===== src/rtl/cpu_pipe_pkg.sv =====
// Shared constants and width helpers for the per-CPU pipeline state tracker.
// Latency: n/a (types and constants only).
// Backpressure: n/a.
package cpu_pipe_pkg;

    // Defaults matching the sha512crypt task CPU build.
    localparam int N_STAGES_DEF  = 4;
    localparam int N_THREADS_DEF = 16;

    // Stage encoding used by fetch/decode/execute.
    typedef enum logic [1:0] {
        FETCH  = 2'd0,
        READ0  = 2'd1,
        DECODE = 2'd2,
        EXEC   = 2'd3
    } stage_e;

    // Thread tag width; a single-thread CPU still carries a 1-bit tag.
    function automatic int tw_f(input int n_threads);
        return (n_threads > 1) ? $clog2(n_threads) : 1;
    endfunction

    // Stage index width used by kill_stage.
    function automatic int siw_f(input int n_stages);
        return (n_stages > 1) ? $clog2(n_stages) : 1;
    endfunction

endpackage


===== src/rtl/cpu_pipe_slot.sv =====
// One pipeline stage: reached bit, thread tag and registered execute-enable.
// Latency: one edge from src_vld to reached_q/allow_q.
// Backpressure: instr_wait freezes non-first slots; the first slot still takes src_vld.
module cpu_pipe_slot
    import cpu_pipe_pkg::*;
#(
    parameter int TW       = 4,
    parameter bit IS_FIRST = 1'b0
) (
    input  logic          clk,
    input  logic          rst_n,
    input  logic          clr,
    input  logic          instr_wait,
    input  logic          src_vld,
    input  logic [TW-1:0] src_tag,
    output logic          reached_q,
    output logic [TW-1:0] tag_q,
    output logic          allow_q
);

    logic          reached_d;
    logic          allow_d;
    logic          adv;
    logic [TW-1:0] tag_d;

    // Next state: the first slot is sticky and ignores the stall; later slots shift or hold.
    always_comb begin
        adv       = 1'b0;
        reached_d = reached_q;
        allow_d   = 1'b0;
        tag_d     = tag_q;
        if (IS_FIRST) begin
            adv       = src_vld & ~clr;
            reached_d = ~clr & (src_vld | reached_q);
            allow_d   = ~clr & ~instr_wait & (src_vld | reached_q);
        end else begin
            adv       = ~clr & ~instr_wait;
            reached_d = clr ? 1'b0 : (instr_wait ? reached_q : src_vld);
            allow_d   = adv & src_vld;
        end
        if (adv) begin
            tag_d = src_tag;
        end
    end

    // Stage registers; tags are only cleared by reset.
    always_ff @(posedge clk or negedge rst_n) begin
        if (!rst_n) begin
            reached_q <= 1'b0;
            tag_q     <= '0;
            allow_q   <= 1'b0;
        end else begin
            reached_q <= reached_d;
            tag_q     <= tag_d;
            allow_q   <= allow_d;
        end
    end

endmodule


===== src/rtl/cpu_pipe_state.sv =====
// Pipeline occupancy and thread-tag tracker for a multi-threaded task CPU.
// Latency: reload -> stage_allow[i] after 1+i edges; busy/switch flags lag reached by one edge.
// Backpressure: instr_wait stalls stages 1..N-1; stage 0 still accepts reload.
module cpu_pipe_state
    import cpu_pipe_pkg::*;
#(
    parameter  int N_STAGES     = N_STAGES_DEF,
    parameter  int N_THREADS    = N_THREADS_DEF,
    // SWITCH_STAGE+1 must be a valid stage index.
    parameter  int SWITCH_STAGE = int'(READ0),
    localparam int TW           = tw_f(N_THREADS),
    localparam int SIW          = siw_f(N_STAGES)
) (
    input  logic                   CLK,
    input  logic                   RESETn,
    input  logic                   invalidate,
    input  logic                   kill_en,
    input  logic [SIW-1:0]         kill_stage,
    input  logic                   instr_wait,
    input  logic                   reload,
    input  logic [TW-1:0]          reload_thread,
    output logic [N_STAGES-1:0]    stage_allow,
    output logic [N_STAGES*TW-1:0] stage_thread,
    output logic                   thread_almost_switched,
    output logic [N_THREADS-1:0]   thread_busy,
    output logic                   pipe_empty
);

    logic [N_STAGES-1:0]    reached;
    logic [N_STAGES-1:0]    allow;
    logic [N_STAGES-1:0]    clr;
    logic [N_STAGES-1:0]    src_vld;
    logic [N_STAGES*TW-1:0] tag_flat;
    logic [N_STAGES*TW-1:0] src_tag_flat;

    logic                   tas_d;
    logic                   tas_q;
    logic [N_THREADS-1:0]   busy_d;
    logic [N_THREADS-1:0]   busy_q;

    // Slot chain: slot 0 is fed by the scheduler reload, slot i by slot i-1.
    for (genvar i = 0; i < N_STAGES; i++) begin : g_slot
        // A kill clears its start stage and everything behind it; out-of-range values clear nothing.
        assign clr[i] = invalidate | (kill_en & (kill_stage <= SIW'(i)));

        if (i == 0) begin : g_src_reload
            assign src_vld[i]               = reload;
            assign src_tag_flat[i*TW +: TW] = reload_thread;
        end else begin : g_src_prev
            assign src_vld[i]               = reached[i-1];
            assign src_tag_flat[i*TW +: TW] = tag_flat[(i-1)*TW +: TW];
        end

        cpu_pipe_slot #(
            .TW       (TW),
            .IS_FIRST (i == 0)
        ) u_slot (
            .clk        (CLK),
            .rst_n      (RESETn),
            .clr        (clr[i]),
            .instr_wait (instr_wait),
            .src_vld    (src_vld[i]),
            .src_tag    (src_tag_flat[i*TW +: TW]),
            .reached_q  (reached[i]),
            .tag_q      (tag_flat[i*TW +: TW]),
            .allow_q    (allow[i])
        );
    end

    // Switch notify and per-thread busy, both derived from the current stage registers.
    always_comb begin
        tas_d  = reached[SWITCH_STAGE] & ~reached[SWITCH_STAGE+1];
        busy_d = '0;
        for (int t = 0; t < N_THREADS; t++) begin
            for (int i = 0; i < N_STAGES; i++) begin
                if (reached[i] && (tag_flat[i*TW +: TW] == TW'(t))) begin
                    busy_d[t] = 1'b1;
                end
            end
        end
    end

    // Registered status flags.
    always_ff @(posedge CLK or negedge RESETn) begin
        if (!RESETn) begin
            tas_q  <= 1'b0;
            busy_q <= '0;
        end else begin
            tas_q  <= tas_d;
            busy_q <= busy_d;
        end
    end

    assign stage_allow            = allow;
    assign stage_thread           = tag_flat;
    assign thread_almost_switched = tas_q;
    assign thread_busy            = busy_q;
    assign pipe_empty             = ~|reached;

endmodule


===== config.mk =====
export PLATFORM = sky130hd
export DESIGN_NAME = cpu_pipe_state
export DESIGN_NICKNAME = d
export VERILOG_FILES = /design/src/rtl/cpu_pipe_pkg.sv /design/src/rtl/cpu_pipe_slot.sv /design/src/rtl/cpu_pipe_state.sv
export SDC_FILE = /design/constraint.sdc
export NUM_CORES = 1
export LEC_CHECK = 0
export CORE_ASPECT_RATIO = 0.9
export CORE_MARGIN = 5
export CORE_UTILIZATION = 53
export CTS_CLUSTER_DIAMETER = 80
export CTS_CLUSTER_SIZE = 10
export DETAILED_ROUTE_END_ITERATION = 12
export GPL_ROUTABILITY_DRIVEN = 0
export PLACE_DENSITY = 0.85
export SLEW_MARGIN = 20
export SYNTH_ARGS = -nofsm -noshare
export SYNTH_HDL_FRONTEND = slang
export SYNTH_SLANG_ARGS = --single-unit

===== constraint.sdc =====
create_clock -name CLK -period 2.73 [get_ports CLK]
set_clock_uncertainty 0.15 [all_clocks]
set_input_delay 0.273 -clock CLK [delete_from_list [all_inputs] [get_ports CLK]]
set_output_delay 0.273 -clock CLK [all_outputs]
set_load 0.05 [all_outputs]

Word level (Yosys, flattened, before mapping)
Cells that the tools add are included.
{"block": "totals", "output_inout_bits": 38, "wordCells": 247, "ff_bits": 41, "inputBits": 12}
{"block": "op_classes", "n_bitwise": 26, "eq_ne": 63, "reduce_logical": 70, "n_mux": 70, "order_cmp": 4}
{"cell": "$eq A4 B4 Y1 const B", "count": 32}
{"cell": "$mux W1", "count": 70}
{"cell": "$eq A4 B3 Y1 const B", "count": 16}
{"cell": "$logic_and A1 B1 Y1", "count": 64}
{"cell": "$eq A4 B2 Y1 const B", "count": 8}
{"cell": "$eq A4 B1 Y1 const B", "count": 4}
{"cell": "$logic_not A4 Y1", "count": 4}
{"cell": "$and A1 B1 Y1", "count": 15}
{"cell": "$ne A2 B1 Y1 const B", "count": 3}
{"cell": "$not A1 Y1", "count": 6}
{"cell": "$or A1 B1 Y1", "count": 5}
{"cell": "$le A2 B1 Y1 const B", "count": 2}
{"cell": "$le A2 B2 Y1 const B", "count": 2}
{"cell": "$reduce_or A4 Y1", "count": 1}
{"cell": "$logic_not A1 Y1", "count": 1}

Depth between registers and ports, before layout
Gate-level depths: netlist of run 1.
{"block": "logic_depth", "depth_word": 6, "depth_mapped": 4}

Cells and area by module
Synthesis of run 1 repeated with hierarchy kept, for this count alone.
{"block": "hier_totals", "cells_unflattened": 166, "hier_area_um2": 2040.7}
{"module": "cpu_pipe_state", "instances": 1, "cells_each": 110, "area_per_inst_um2": 1076.0}
{"module": "cpu_pipe_slot at g_slot[1].u_slot ...", "instances": 3, "cells_each": 14, "area_per_inst_um2": 242.7}
{"module": "cpu_pipe_slot at g_slot[0].u_slot", "instances": 1, "cells_each": 14, "area_per_inst_um2": 236.5}

Least setup slack after synthesis of run 1
No wires, ideal clock.
{"block": "synth_path", "kind": "register to output", "startpoint": "register g_slot[2].u_slot.reached_q", "endpoint": "output pipe_empty", "required_ns": 2.307, "path_buffers": 1, "stages_incl_launch_ff": 3, "arrival_time_ns": 2.067, "slack_ns": 0.240, "path_cell_list": "dfrtp_1 clkbuf_1 nor4_1"}
{"block": "synth_via", "elab_chain_len": 2}
{"item": "start, declared", "line_no": "cpu_pipe_slot.sv:16", "text": "output logic reached_q,"}
{"item": "start signal, assigned", "line_no": "cpu_pipe_slot.sv:53", "text": "reached_q <= reached_d;"}
{"item": "$reduce_or A4 Y1", "line_no": "cpu_pipe_state.sv:98", "text": "assign pipe_empty = ~|reached;"}
{"item": "$logic_not A1 Y1", "line_no": "cpu_pipe_state.sv:98"}
{"item": "end, declared", "line_no": "cpu_pipe_state.sv:26", "text": "output logic pipe_empty"}
Every way passes these cells.

Final worst setup path of run 1
Ends and elaborated chain as after synthesis.

==> run summary, run 1 <==
Status: finished clean
Multi-input combinational cell area: 925 sq um
Worst skew pair latency: 290 ps
Vias in the first global route: 1,633
Post-synth cell types: 34
Relative slew slack: 42.2%
Cell area power density: 859 nW/um^2
Initial DRC count: 222
Most common cell after layout, fill and taps aside: clkdlybuf4s50_1
YS warnings: 0
CP Capture Type: primary output
Setup Total Neg Slack: 0 ps
Drt drc: 0
Post-route cell area: 2630 sq um
Post-DRT Antenna Nets: 0
Die Y: 69.1 um
Crit path launch type: register
Area after DPL: 2500 sq um
Total global routing overflow: 0
Max Slew Vio Count: 0
Die X: 75.7 um
GRT Max-Usage Layer: met2
# IOs: 50
Worst EP arrival: 1950 ps
Max stage delay on crit path: 860 ps
Longest Clk Path Bufs: 2
R2r worst-path depth: 3
Required @ worst endpoint: 2310 ps
Root Driver: clkbuf_8
Post-Synth Adder-Cell Area: 0%
Worst-path maximum fanout: 13
Initial antenna violation count: 0
Max-cap viol count: 0
DR pass1 iterations: 4
HPWL after DPL: 3.73 mm
Hold Crit Class: in -> reg
Sequential share of the synthesized area: 49.9%
Area growth syn-to-layout: 27.8%
Crit path time final: 2370 ps
Row count: 21
Post-CTS setup buffer count: 0
Post-synthesis simple-gate area fraction: 19.7%
Reg-to-Reg Start: g_slot[2].u_slot.reached_q
Top post-synthesis cells by area: dfrtp_1, mux2_4, a221o_1, mux2_2, o22ai_1
RSZ-0062 raised after global routing: false
Max Freq: 422 MHz
Fin crit share: 86.9%
Global-route wire length before repair: 8.11 mm
Largest family of logic cells by synthesized area: simple AND/OR/NAND/NOR gates
Antenna cells: 0
Final Hold Vio Count: 0
Routed wire length: 4.98 mm
DR WL/cell: 18.6 um
CTS tree: yes
Slew @ Worst Pin: 867 ps
Worst Hold Depth: 2
WS Path Type: reg -> out
R2r endpoint: thread_busy[1]
Yosys reg bits: 41
Met3 Use GR: 5.52%
Peak VDD IR: 575 uV
Mapped Cells: 178
Flop2flop setup slack: 1120 ps
Nets: 232
Effective utilization at floorplan: 55.1%
Clk pin slew, worst setup/hold paths: 80 ps
Post-synthesis compound-gate area fraction: 13.6%
Commonest cells after routing, fill and taps aside: clkdlybuf4s50_1, dfrtp_1, nor2_1
Synth area leader: dfrtp_1
Crit path max-delay cell type: clkdlybuf4s50_1
Total CTS buffers: 5
Mux contribution to synthesized area: 11.7%
H-tree levels: 2
Total number of vias: 1,646
Layout cells sized above 1: 13.6%
Worst Hold End: g_slot[0].u_slot.tag_q[3]
Pleak: 1.12 nW
Mapped Nets: 190
Total GRT Usage: 20.2%
Pin count of the biggest net entering global routing: 42
Port Buf Inserts: 49
Met1 Track Usage GR: 27.5%
Register Area: 1030 sq um
Top cell type's share of synthesized area: 49.9%
XOR/XNOR Fraction of Synth Area: 0%
Fill count: 272
Core area: 3730 sq um
CTS sink cnt: 41
CP Cell Sequence: nor4_1, clkdlybuf4s50_1
Die area: 5230 sq um
Vias per cell: 6.16
Setup violators final: 0
Syn Area/Cell: 11.5 sq um
Met2 usage: 31.4%
Worst hold start: reload_thread[3]
Mapped cell area: 2060 sq um
-- cells in the mapped netlist, drive strengths merged --
library cell and instances:
a21boi 1, a221o 11, o32ai 2, nor3b 4, nor2b 9, a311o 2
nand2 7, and3 4, clkbuf 5, mux2 16, nand2b 6, and2 1
o221ai 3, inv 2, mux2i 3, or3b 4, and3b 3, o22ai 11
nor3 5, or2 2, buf 10, nand3b 6, dfrtp 41, a22oi 3
nor4 1, nand3 2, nor2 12, or3 2
-- how the worst max path moves through the flow --
stage	from	end	slack [ps]
after floorplan	g_slot[2].u_slot.reached_q	pipe_empty	240
after global placement	g_slot[2].u_slot.reached_q	pipe_empty	710
after detailed placement	invalidate	g_slot[3].u_slot.tag_q[1]	620
after CTS	g_slot[2].u_slot.reached_q	pipe_empty	360
after global routing	g_slot[2].u_slot.reached_q	pipe_empty	280
final	g_slot[2].u_slot.reached_q	pipe_empty	360
-- metrics by stage --
step / std cells / total power [mW] / utilization, % / hold WS (ps) / setup slack, ps
floorplan: 178 / 1.47 / - / -173 / 240
global route: 267 / 2.36 / 70.4 / 450 / 283
detailed placement: 258 / 1.77 / 67.0 / 296 / 616
finish: 267 / 2.26 / 70.4 / 446 / 359
CTS: 267 / 2.27 / 70.4 / 441 / 358
global placement: 258 / 1.74 / 67.0 / 267 / 709
-- power breakdown --
part,internal (mW),switching [mW]
Clock,0.298,0.190
Combinational,0.332,0.536
Sequential,0.701,0.201
-- flip-flops by register name, indices dropped and copies added (netlist names) --
name                     flops
g_slot.u_slot.allow_q        4
g_slot.u_slot.reached_q      4
g_slot.u_slot.tag_q         16
thread_almost_switched       1
thread_busy                 16
-- cells by family after synthesis --
kind of cell,count (synthesis)
AOI/OAI and AO/OA,33
buffers and inverters,17
DFF,41
and+or+nand+nor,68
muxes,19
-- per-layer routing --
layer / vias up / part of all wire [%]
met5: - / 0
met4: 0 / 2.9
met3: 14 / 7.6
li1: 746 / -
met1: 792 / 41
met2: 94 / 48
-- critical path: cells and delay by family, from the launching register on --
| family | cells | cell delay [ps] |
|---|---|---|
| AND/OR/NAND/NOR | 1 | 300 |
| buffers and inverters | 1 | 860 |
| flip-flops | 1 | 510 |
-- repair_timing --
action,4_1_cts,5_1_grt
hold buffers,1,0
gates resized for setup,0,0
hold endpoints to repair,41,0
-- layout make-up --
cell class              instances  area share (%)
multi-input cells             120            35.2
well taps                      46            2.19
clock inverters                 1            1.14
inverters                       2           0.286
clock buffers                   7            3.29
flip-flops and latches         41            39.0
repair buffers                 50            18.9
Power figures use the tool's default switching activity.
==> run 2, diff against run 1 <==
ABC_CLOCK_PERIOD_IN_PS = 2730   (was unset)
==> results of run 2 <==
The final DEF is identical to that of run 1; final timing and power are the same.
